[src/rtl/row_skew_buffer.sv]
// row_skew_buffer: assembles serial words into ROW-wide vectors, buffers them in per-row FIFOs
// and drains them into the array with a one-cycle-per-row diagonal skew.
module row_skew_buffer #(
  parameter int ROW = 9,
  parameter int W_DATA = 8,
  parameter int DEPTH = 4,
  localparam int IW = $clog2(ROW) + 1,
  localparam int AW = $clog2(DEPTH),
  localparam int CW = AW + 1
) (
  input  logic                  i_clk,
  input  logic                  i_rst_n,
  input  logic                  i_wr_en,
  input  logic [W_DATA-1:0]     i_data,
  input  logic                  i_array_ready,
  output logic [ROW-1:0]        o_fifo_array_full,
  output logic [ROW*W_DATA-1:0] o_row_data,
  output logic [ROW-1:0]        o_row_valid,
  output logic [IW-1:0]         o_wr_idx,
  output logic                  o_overflow
);
  logic [W_DATA-1:0]         mem [ROW][DEPTH];
  logic [(ROW-1)*W_DATA-1:0] acc;
  logic [ROW*W_DATA-1:0]     vec;
  logic [AW-1:0]             wr_ptr;
  logic [AW-1:0]             rd_ptr [ROW];
  logic [CW-1:0]             cnt [ROW];
  logic [ROW-1:1]            tok_q;
  logic [ROW-1:0]            tok;
  logic [ROW-1:0]            pop;
  logic                      commit;
  logic                      push;
  assign vec    = {i_data, acc};
  assign commit = i_wr_en && o_wr_idx == IW'(ROW - 1);
  assign push   = commit && ~|o_fifo_array_full;
  assign tok    = {tok_q, i_array_ready && cnt[0] != '0};
  // Every row shares one write pointer since vectors are always pushed to all rows at once.
  always_ff @(posedge i_clk or negedge i_rst_n)
    if (!i_rst_n) begin
      o_wr_idx   <= '0;
      acc        <= '0;
      wr_ptr     <= '0;
      tok_q      <= '0;
      o_overflow <= 1'b0;
    end else begin
      tok_q <= tok[ROW-2:0];
      if (i_wr_en) o_wr_idx <= commit ? '0 : o_wr_idx + 1'b1;
      if (i_wr_en && !commit) acc[o_wr_idx*W_DATA +: W_DATA] <= i_data;
      if (push) wr_ptr <= wr_ptr + 1'b1;
      if (commit && !push) o_overflow <= 1'b1;
    end
  for (genvar g = 0; g < ROW; g++) begin : g_row
    logic [CW-1:0] cnt_n;
    assign pop[g] = tok[g] && cnt[g] != '0;
    assign cnt_n  = cnt[g] + CW'(push) - CW'(pop[g]);
    always_ff @(posedge i_clk or negedge i_rst_n)
      if (!i_rst_n) begin
        cnt[g]                          <= '0;
        rd_ptr[g]                       <= '0;
        o_row_valid[g]                  <= 1'b0;
        o_row_data[g*W_DATA +: W_DATA]  <= '0;
        o_fifo_array_full[g]            <= 1'b0;
      end else begin
        cnt[g]               <= cnt_n;
        rd_ptr[g]            <= rd_ptr[g] + AW'(pop[g]);
        o_row_valid[g]       <= pop[g];
        o_fifo_array_full[g] <= cnt_n == CW'(DEPTH);
        if (pop[g]) o_row_data[g*W_DATA +: W_DATA] <= mem[g][rd_ptr[g]];
      end
    always_ff @(posedge i_clk)
      if (push) mem[g][wr_ptr] <= vec[g*W_DATA +: W_DATA];
    // A token reaching an empty row means the atomic-commit invariant was broken.
    always @(posedge i_clk)
      if (i_rst_n && tok[g]) assert (cnt[g] != '0) else $error("row %0d popped while empty", g);
  end
endmodule

[config.mk]
export PLATFORM = sky130hd
export DESIGN_NAME = row_skew_buffer
export DESIGN_NICKNAME = d
export VERILOG_FILES = /design/src/rtl/row_skew_buffer.sv
export SDC_FILE = /design/constraint.sdc
export NUM_CORES = 1
export LEC_CHECK = 0
export BUFFER_PORTS_ARGS = -buffer_cell sky130_fd_sc_hd__buf_4
export CAP_MARGIN = 20
export CORE_ASPECT_RATIO = 1.1
export CORE_MARGIN = 8
export CORE_UTILIZATION = 60
export DETAILED_ROUTE_END_ITERATION = 12
export PLACE_DENSITY = 0.79
export SYNTH_ARGS = -nofsm -noshare
export SYNTH_HDL_FRONTEND = slang
export SYNTH_SLANG_ARGS = --single-unit
export TNS_END_PERCENT = 10
[constraint.sdc]
create_clock -name i_clk -period 7.6 [get_ports i_clk]
set_input_delay 1.52 -clock i_clk [delete_from_list [all_inputs] [get_ports i_clk]]
set_output_delay 1.52 -clock i_clk [all_outputs]
set_load 0.05 [all_outputs]
==> results.py, run 1 <==
metrics = {
    "timing": {
        "total_negative_setup_slack_ps": 0,
        "slew_violations": 0,
        "final.setup_skew_ps": 16.17,
        "min_period_ps": 3846,
        "setup_viol": 0,
        "finalHoldViolCount": 0,
        "worst_slew_pin_slew_ps": 1072,
        "max_slew_margin_pct": 28.50,
        "post-route-period-util_pct": 50.60,
        "timing.fmax_ghz": 0.2600,
        "holdWs_ps": 406.0,
        "rsz0062_at_grt": "false",
    },
    "global_route": {
        "grt.total_usage_pct": 20.37,
        "grt_antenna_before_repair": 1,
        "grt_start_max_net_pins": 128,
        "groute.layer.met3.usage_pct": 3.702,
        "grt_first_pass_wirelength_um": 58000,
        "aggregate_global_routing_overflow": 0,
        "grt_pass1_vias": 9924,
        "top_usage_layer": "met2",
        "gr-usage-met2_pct": 34.16,
        "met1_track_demand_over_resource_in_global_routing_pct": 27.42,
    },
    "drt": {
        "first_iter_violations": 678,
        "drtAntennaViolNets": 0,
        "drc_errors": 0,
        "route.detailed.vias_per_inst": 5.858,
        "wire_per_inst_um": 23.32,
        "wl_um": 37010,
        "dr_total_vias": 9297,
        "drt_pre_antenna_iters": 5,
    },
    "layout": {
        "leading_cell_type_in_the_layout_fill_and_taps_excluded": "edfxtp_1",
        "drive_above_1_share_pct": 29.73,
        "nets": 1184,
        "highest_count_cells_in_the_layout_ignoring_fill_and_taps": "edfxtp_1, dfrtp_1, buf_4",
        "diodes": 0,
        "fillerInstances": 1925,
        "layoutNonFillerInstCount": 1587,
        "syn2layout_area_growth_pct": 14.35,
    },
    "synth": {
        "yosys-mux-area-fraction_pct": 14.10,
        "yosysUniqueCellTypes": 49,
        "yosysSeqAreaShare_pct": 73.31,
        "post_synth_xor_area_fraction_pct": 1.421,
        "synthesis.area_per_instance_um2": 18.97,
        "synth_compound_gate_area_share_pct": 2.895,
        "dominant_combinational_cell_family_by_area_after_synthesis": "multiplexers",
        "synth_flop_cell": "edfxtp_1",
        "synth_fa_ha_area_share_pct": 3.170,
        "async_reset_ff_share_pct": 42.63,
        "syn_inst": 1007,
        "syn-cell-area_um2": 19100,
        "post_synth_and_or_nand_nor_area_fraction_pct": 2.823,
        "synth_enable_flop_cells": 288,
        "ys_warn_count": 0,
        "mapped_nets": 1062,
        "synth_seq_cells": 502,
    },
    "pwr": {
        "comb_power_share_pct": 32.0,
        "seq_power_share_pct": 44.4,
        "netSwitchingPower_w": 0.003438,
        "pwr_density_cell_nw_per_um2": 446.9,
        "vdd_ir_drop_max_v": 0.0002898,
        "pwr-share-clk_pct": 23.6,
        "swShare_pct": 35.22,
        "cellInternalPower_w": 0.006324,
        "p_leak_nw": 8.563,
    },
    "setup_path": {
        "r2r_setup_slk_ps": 3750,
        "worst-endpoint-required_ps": 8040,
        "rr_worst_depth": 14,
        "setup.worst_path.class": "flop to flop",
        "critPathArrivalTime_ps": 4290,
        "crit_path_max_fanout": 13,
        "cp-end-kind": "flop",
        "worst_r2r_startpoint": "o_wr_idx[0]$_DFFE_PN0P_",
        "worst_r2r_endpoint": "o_fifo_array_full[1]$_DFF_PN0_",
        "timing.critical_path.from_type": "flop",
    },
    "clocking": {
        "setup_fix_buffers_added_after_clock_tree_synthesis": 0,
        "numCtsBuffers": 48,
        "cts-htree-levels": 2,
        "insertion_delay_ps": 550,
        "post_cts_resize_count": 0,
        "cts_buffer_depth": 3,
        "holdBufCountCts": 0,
        "cts.reportedPaths.clkPinSlew_ps": 60,
        "clock_tree_from_tritoncts": "built",
        "cts.sinks": 502,
        "ctsRootBufferMaster": "clkbuf_16",
    },
    "placement": {
        "number_of_cells_in_the_design_after_placement": 1499,
        "hpwl_um": 23040,
        "routabilityCongestion": 0.7910,
        "port_buffers": 107,
    },
    "min_path": {
        "whs_endpoint": "tok_q[6]$_DFF_PN0_",
        "worstHoldPathType": "flop to flop",
        "worstHoldStart": "tok_q[5]$_DFF_PN0_",
        "min_delay_path_depth": 0,
    },
    "floorplanning": {
        "standard_cell_core_area_um2": 31400,
        "dieArea_um2": 37810,
        "floorplan.die.width_um": 186.1,
        "die_height_um": 203.1,
        "start_util_pct": 60.84,
        "placementRows": 68,
        "num_io_pins": 108,
    },
    "flow_run": {
        "cap_viol_max_count": 0,
    },
    "run_status": {
        "status": "completed",
    },
}
-- layout make-up --
class	instances	area [um2]	area share [%]
Multi-Input combinational cell	396	4667	21.37
Clock buffer	72	1373	6.284
Timing Repair Buffer	115	870.8	3.987
Sequential cell	502	14000	64.11
Tap cell	420	525.5	2.406
Inverter	66	247.7	1.134
Clock inverter	16	156.4	0.7160
-- flip-flops by register name, summed over array words and instances (netlist names) --
register and flops:
o_wr_idx 5, acc 64, o_overflow 1, cnt 27, o_row_valid 8, mem 288
wr_ptr 2, o_row_data 72, o_fifo_array_full 9, tok_q 8, rd_ptr 18
-- layer usage --
layer / share of wire [%] / wire length (um)
met5: 0 / 0
met4: 2.1 / 760
met3: 6.7 / 2467
met2: 51 / 18980
met1: 40 / 14800
-- cells by family (layout without fill, tap and decap cells) --
kind of cell	count (synthesis)	count (layout)
compound gates	61	61
xor+xnor	31	31
fa+ha+maj	43	43
buf+inv	109	269
flops	502	502
mux	169	169
simple gates	92	92
-- synth_stat cells, types with 8 or more instances --
| cell | instances | share of area [%] |
|---|---|---|
| edfxtp_1 | 288 | 45 |
| mux4_2 | 72 | 8.5 |
| mux2_2 | 72 | 4.2 |
| buf_1 | 9 | 0.18 |
| nand4_1 | 10 | 0.33 |
| dfrtp_1 | 214 | 28 |
| xor2_1 | 10 | 0.46 |
| nor3b_1 | 9 | 0.35 |
| xnor2_1 | 21 | 0.96 |
| a22o_1 | 32 | 1.5 |
| clkbuf_1 | 27 | 0.53 |
| nand2_1 | 25 | 0.49 |
| mux2_1 | 8 | 0.47 |
| ha_1 | 34 | 2.2 |
| o21ai_1 | 8 | 0.21 |
| o31ai_2 | 9 | 0.59 |
| nor2_1 | 9 | 0.18 |
| fa_1 | 9 | 0.94 |
| mux2i_1 | 17 | 0.89 |
| and3_1 | 11 | 0.36 |
| inv_1 | 66 | 1.3 |
-- through the flow --
stage	setup WS (ps)	total power, W	area [um2]	util, %
after floorplan	3309	0.006541	19100	-
final	3754	0.009762	21840	69.58
after detailed placement	3336	0.007530	20310	64.71
after CTS	3740	0.009843	21840	69.58
after global placement	3463	0.007398	20310	64.68
after global routing	3364	0.01023	21840	69.58
-- critical path, cell delays in order (launching register included) --
cell and delay [ps]:
dfrtp_1 530, inv_1 180, ha_1 290, and4bb_2 350, nand2_1 70, nor2_1 330
inv_1 330, ha_1 380, inv_1 90, ha_1 170, inv_1 50, fa_1 380
xnor2_1 150, xnor2_1 210, nor3b_1 250
-- power groups by stage --
| stage | sequential [W] | clock, W | combinational [W] |
|---|---|---|---|
| after floorplan | 0.00487 | 0 | 0.00167 |
| after global placement | 0.00435 | 0 | 0.00304 |
| after detailed placement | 0.00439 | 0 | 0.00314 |
| after CTS | 0.00435 | 0.00233 | 0.00316 |
| after global routing | 0.00445 | 0.00244 | 0.00334 |
| final | 0.00433 | 0.00231 | 0.00312 |
-- worst max path at each step --
stage / from / to / slack [ps]
2_1_floorplan: i_wr_en / mem[0][0]$_DFFE_PP_ / 3310
5_1_grt: o_wr_idx[0]$_DFFE_PN0P_ / o_fifo_array_full[1]$_DFF_PN0_ / 3360
6_report: o_wr_idx[0]$_DFFE_PN0P_ / o_fifo_array_full[1]$_DFF_PN0_ / 3750
3_5_place_dp: i_wr_en / o_fifo_array_full[1]$_DFF_PN0_ / 3340
4_1_cts: o_wr_idx[0]$_DFFE_PN0P_ / o_fifo_array_full[1]$_DFF_PN0_ / 3740
3_3_place_gp: i_wr_en / mem[0][280]$_DFFE_PP_ / 3460
(Power assumes the default switching activity.)
==> run 2: changes to the inputs <==
--- a/config.mk
+++ b/config.mk
@@ -5,13 +5,14 @@
 export SDC_FILE = /design/constraint.sdc
 export NUM_CORES = 1
 export LEC_CHECK = 0
+export ABC_AREA = 1
 export BUFFER_PORTS_ARGS = -buffer_cell sky130_fd_sc_hd__buf_4
 export CAP_MARGIN = 20
 export CORE_ASPECT_RATIO = 1.1
 export CORE_MARGIN = 8
 export CORE_UTILIZATION = 60
 export DETAILED_ROUTE_END_ITERATION = 12
-export PLACE_DENSITY = 0.79
+export PLACE_DENSITY = 0.78
 export SYNTH_ARGS = -nofsm -noshare
 export SYNTH_HDL_FRONTEND = slang
 export SYNTH_SLANG_ARGS = --single-unit
==> constraint.sdc (replaced) <==
create_clock -name i_clk -period 3.67 [get_ports i_clk]
set_input_delay 0.734 -clock i_clk [delete_from_list [all_inputs] [get_ports i_clk]]
set_output_delay 0.734 -clock i_clk [all_outputs]
set_load 0.05 [all_outputs]
==> results.py, run 2 <==
metrics = {
    "clocking": {
        "cts_buffer_depth": 3,
        "insertion_delay_ps": 570,
        "cts-htree-levels": 2,
        "ctsRootBufferMaster": "clkbuf_16",
        "cts.sinks": 502,
        "cts.reportedPaths.clkPinSlew_ps": 60,
        "clock_tree_from_tritoncts": "built",
        "numCtsBuffers": 48,
    },
    "layout": {
        "final_core_util_pct": 69.00,
        "top_register": "mem",
        "syn2layout_area_growth_pct": 14.57,
        "diodes": 0,
        "fillerInstances": 2300,
        "biggest_regs": "mem (288), o_row_data (72), acc (64)",
        "drive_above_1_share_pct": 13.08,
        "highest_count_cells_in_the_layout_ignoring_fill_and_taps": "nor2_1, edfxtp_1, dfrtp_1",
        "largest_register_ff_count": 288,
        "nets": 1812,
        "leading_cell_type_in_the_layout_fill_and_taps_excluded": "nor2_1",
    },
    "synth": {
        "synth_flop_cell": "edfxtp_1",
        "syn_inst": 1657,
        "synth_most_common_cell": "nor2_1",
        "syn-cell-area_um2": 19840,
        "synthesis.area_per_instance_um2": 11.97,
        "yosysUniqueCellTypes": 37,
        "synthTopCellsByCount": "nor2_1, edfxtp_1, dfrtp_1, o21ai_0, nand2_1",
        "yosysSeqAreaShare_pct": 70.60,
        "post-synth-top-area-cell": "edfxtp_1",
        "synth.top_cell.area_share_pct": 43.60,
        "synth_seq_cells": 502,
        "async_reset_ff_share_pct": 42.63,
        "mapped_nets": 1712,
        "ys_warn_count": 0,
        "post_synth_main_area_contributors": "edfxtp_1, dfrtp_1, nor2_1",
        "synth_enable_flop_cells": 288,
    },
    "setup_path": {
        "crit_path_max_fanout": 16,
        "worst-endpoint-required_ps": 4120,
        "timing.critical_path.mode_cell": "inv_1",
        "timing.critical_path.from_type": "flop",
        "worstPathCellList": "clkinv_2, ha_1, inv_1, nor2_2, nand2_2, inv_1, nand2_1, nor2_2, inv_4, ha_1, inv_1, ha_1, inv_1, fa_1, xor2_1, xnor2_1, nor3_1",
        "critPathArrivalTime_ps": 3730,
        "setup.worst_path.class": "flop to flop",
        "critPathMaxStageDelay_ps": 470,
        "cp-end-kind": "flop",
        "slowest_stage": "dfrtp_2",
    },
    "timing": {
        "post-route-period-util_pct": 89.47,
        "worst_slew_pin_slew_ps": 813.5,
        "total_negative_setup_slack_ps": 0,
        "max_slew_margin_pct": 45.77,
        "final.setup_skew_ps": 16.04,
        "slew_violations": 0,
        "rsz0062_at_grt": "false",
        "finalHoldViolCount": 0,
        "finalWorstSetupSlack_ps": 386.6,
        "setup_viol": 0,
        "min_period_ps": 3283,
        "timing.fmax_ghz": 0.3046,
    },
    "floorplanning": {
        "floorplan.die.width_um": 189.4,
        "placementRows": 70,
        "num_io_pins": 108,
        "die_height_um": 206.7,
        "standard_cell_core_area_um2": 32930,
        "start_util_pct": 60.23,
        "dieArea_um2": 39140,
    },
    "drt": {
        "drtAntennaViolNets": 0,
        "drt_pre_antenna_iters": 6,
        "route.detailed.vias_per_inst": 5.613,
        "wl_um": 41840,
        "first_iter_violations": 964,
        "dr_total_vias": 12510,
        "drc_errors": 0,
        "wire_per_inst_um": 18.77,
    },
    "placement": {
        "routabilityCongestion": 0.8719,
        "place_worst_setup_slack_ps": 255.2,
        "hpwl_um": 25990,
        "port_buffers": 107,
    },
    "pwr": {
        "pwr-share-clk_pct": 25.1,
        "seq_power_share_pct": 40.6,
        "comb_power_share_pct": 34.3,
        "p_leak_nw": 9.011,
        "cellInternalPower_w": 0.01258,
        "swShare_pct": 39.69,
        "pwr_density_cell_nw_per_um2": 918.1,
        "vdd_ir_drop_max_v": 0.0006924,
        "netSwitchingPower_w": 0.008282,
    },
    "run_status": {
        "status": "completed",
    },
    "flow_run": {
        "cap_viol_max_count": 0,
    },
    "global_route": {
        "grt_first_pass_wirelength_um": 66180,
        "grt_antenna_before_repair": 1,
        "grt_pass1_vias": 12170,
        "grt.total_usage_pct": 21.56,
        "aggregate_global_routing_overflow": 0,
        "grt_start_max_net_pins": 78,
    },
    "min_path": {
        "worstHoldPathType": "input pin to asynchronous set/reset pin",
    },
}
==> run 2: cell types whose count changed in the layout (fill, tap and decap cells not counted), moves of 12 or more <==
cell,before,now
a31oi_1,0,72
nor2_1,9,397
nand3_1,2,15
nand2_1,25,148
mux2i_1,17,0
inv_1,66,84
a22o_1,32,0
nor3_1,3,35
mux2_2,72,0
xnor2_1,21,9
mux4_2,72,0
nand4_1,10,33
o21ai_0,4,162
==> run 2: area by class of cell <==
type | count | area [um2] | area share [%]
Timing Repair Buffer | 126 | 978.4 | 4.306
Inverter | 89 | 342.8 | 1.509
Sequential cell | 502 | 14000 | 61.63
Tap cell | 432 | 540.5 | 2.379
Multi-Input combinational cell | 990 | 5170 | 22.75
Clock inverter | 30 | 390.4 | 1.718
Clock buffer | 60 | 1297 | 5.710
==> run 2: per-layer routing <==
layer  part of all wire [%]  track usage, %  vias to the layer above
met1                     41           28.27                     6116
li1                       -               -                     5902
met2                     50           36.28                      417
met5                      0               0                        -
met3                    7.2           4.217                       76
met4                    2.2           6.676                        0
==> run 2: timing repair <==
item / CTS / global route
hold buffers: 0 / 0
endpoints found under the hold margin: 0 / 0
buffers inserted: 0 / 0
resized for setup: 0 / 4
setup endpoints to repair: 0 / 12
==> run 2: worst paths after layout <==
kind,startpoint,to,slack (ps),cells past startpoint
max reg2reg,o_wr_idx[0]$_DFFE_PN0P_,o_fifo_array_full[3]$_DFF_PN0_,390,17
max,o_wr_idx[0]$_DFFE_PN0P_,o_fifo_array_full[3]$_DFF_PN0_,390,17
min,i_rst_n,o_row_data[30]$_DFFE_PN0P_,110,1
max in group asynchronous,i_rst_n,o_row_data[50]$_DFFE_PN0P_,2730,2
min in group i_clk,tok_q[2]$_DFF_PN0_,tok_q[3]$_DFF_PN0_,380,0
min reg2reg,tok_q[2]$_DFF_PN0_,tok_q[3]$_DFF_PN0_,380,0
==> run 2: kinds of logic (layout without fill, tap and decap cells) <==
kind of cell	count (synthesis)	in the layout	synth area share, %
AND/OR/NAND/NOR	654	654	14.12
flip-flops	502	502	70.60
AO/OA/AOI/OAI	263	263	7.311
buffers and inverters	165	305	3.501
adder cells (fa/ha/maj)	43	43	3.053
XOR/XNOR	30	30	1.419
==> run 2: metrics by stage <==
step / std cells / cell area [um2] / total power (W) / hold slack, ps
final: 2229 / 22720 / 0.02086 / 113.4
after global placement: 2139 / 21030 / 0.01533 / 378.6
after CTS: 2229 / 22720 / 0.02096 / 128.6
after detailed placement: 2139 / 21030 / 0.01566 / 372.8
after floorplan: 1657 / 19870 / 0.01355 / 354.0
after global routing: 2229 / 22720 / 0.02199 / 155.1
==> run 2: power groups by stage <==
stage / sequential [W] / clock [W] / combinational [W]
floorplan: 0.00957 / 0 / 0.00398
global placement: 0.00850 / 0 / 0.00683
detailed placement: 0.00856 / 0 / 0.00710
CTS: 0.00847 / 0.00530 / 0.00719
global route: 0.00863 / 0.00551 / 0.00784
finish: 0.00847 / 0.00525 / 0.00715
==> run 2: worst max-delay path, delay by kind of cell (launching register included) <==
kind / cells / cell delay, ps
xor+xnor: 2 / 390
buf+inv: 6 / 620
simple gates: 5 / 620
flops: 1 / 470
fa+ha+maj: 4 / 1060
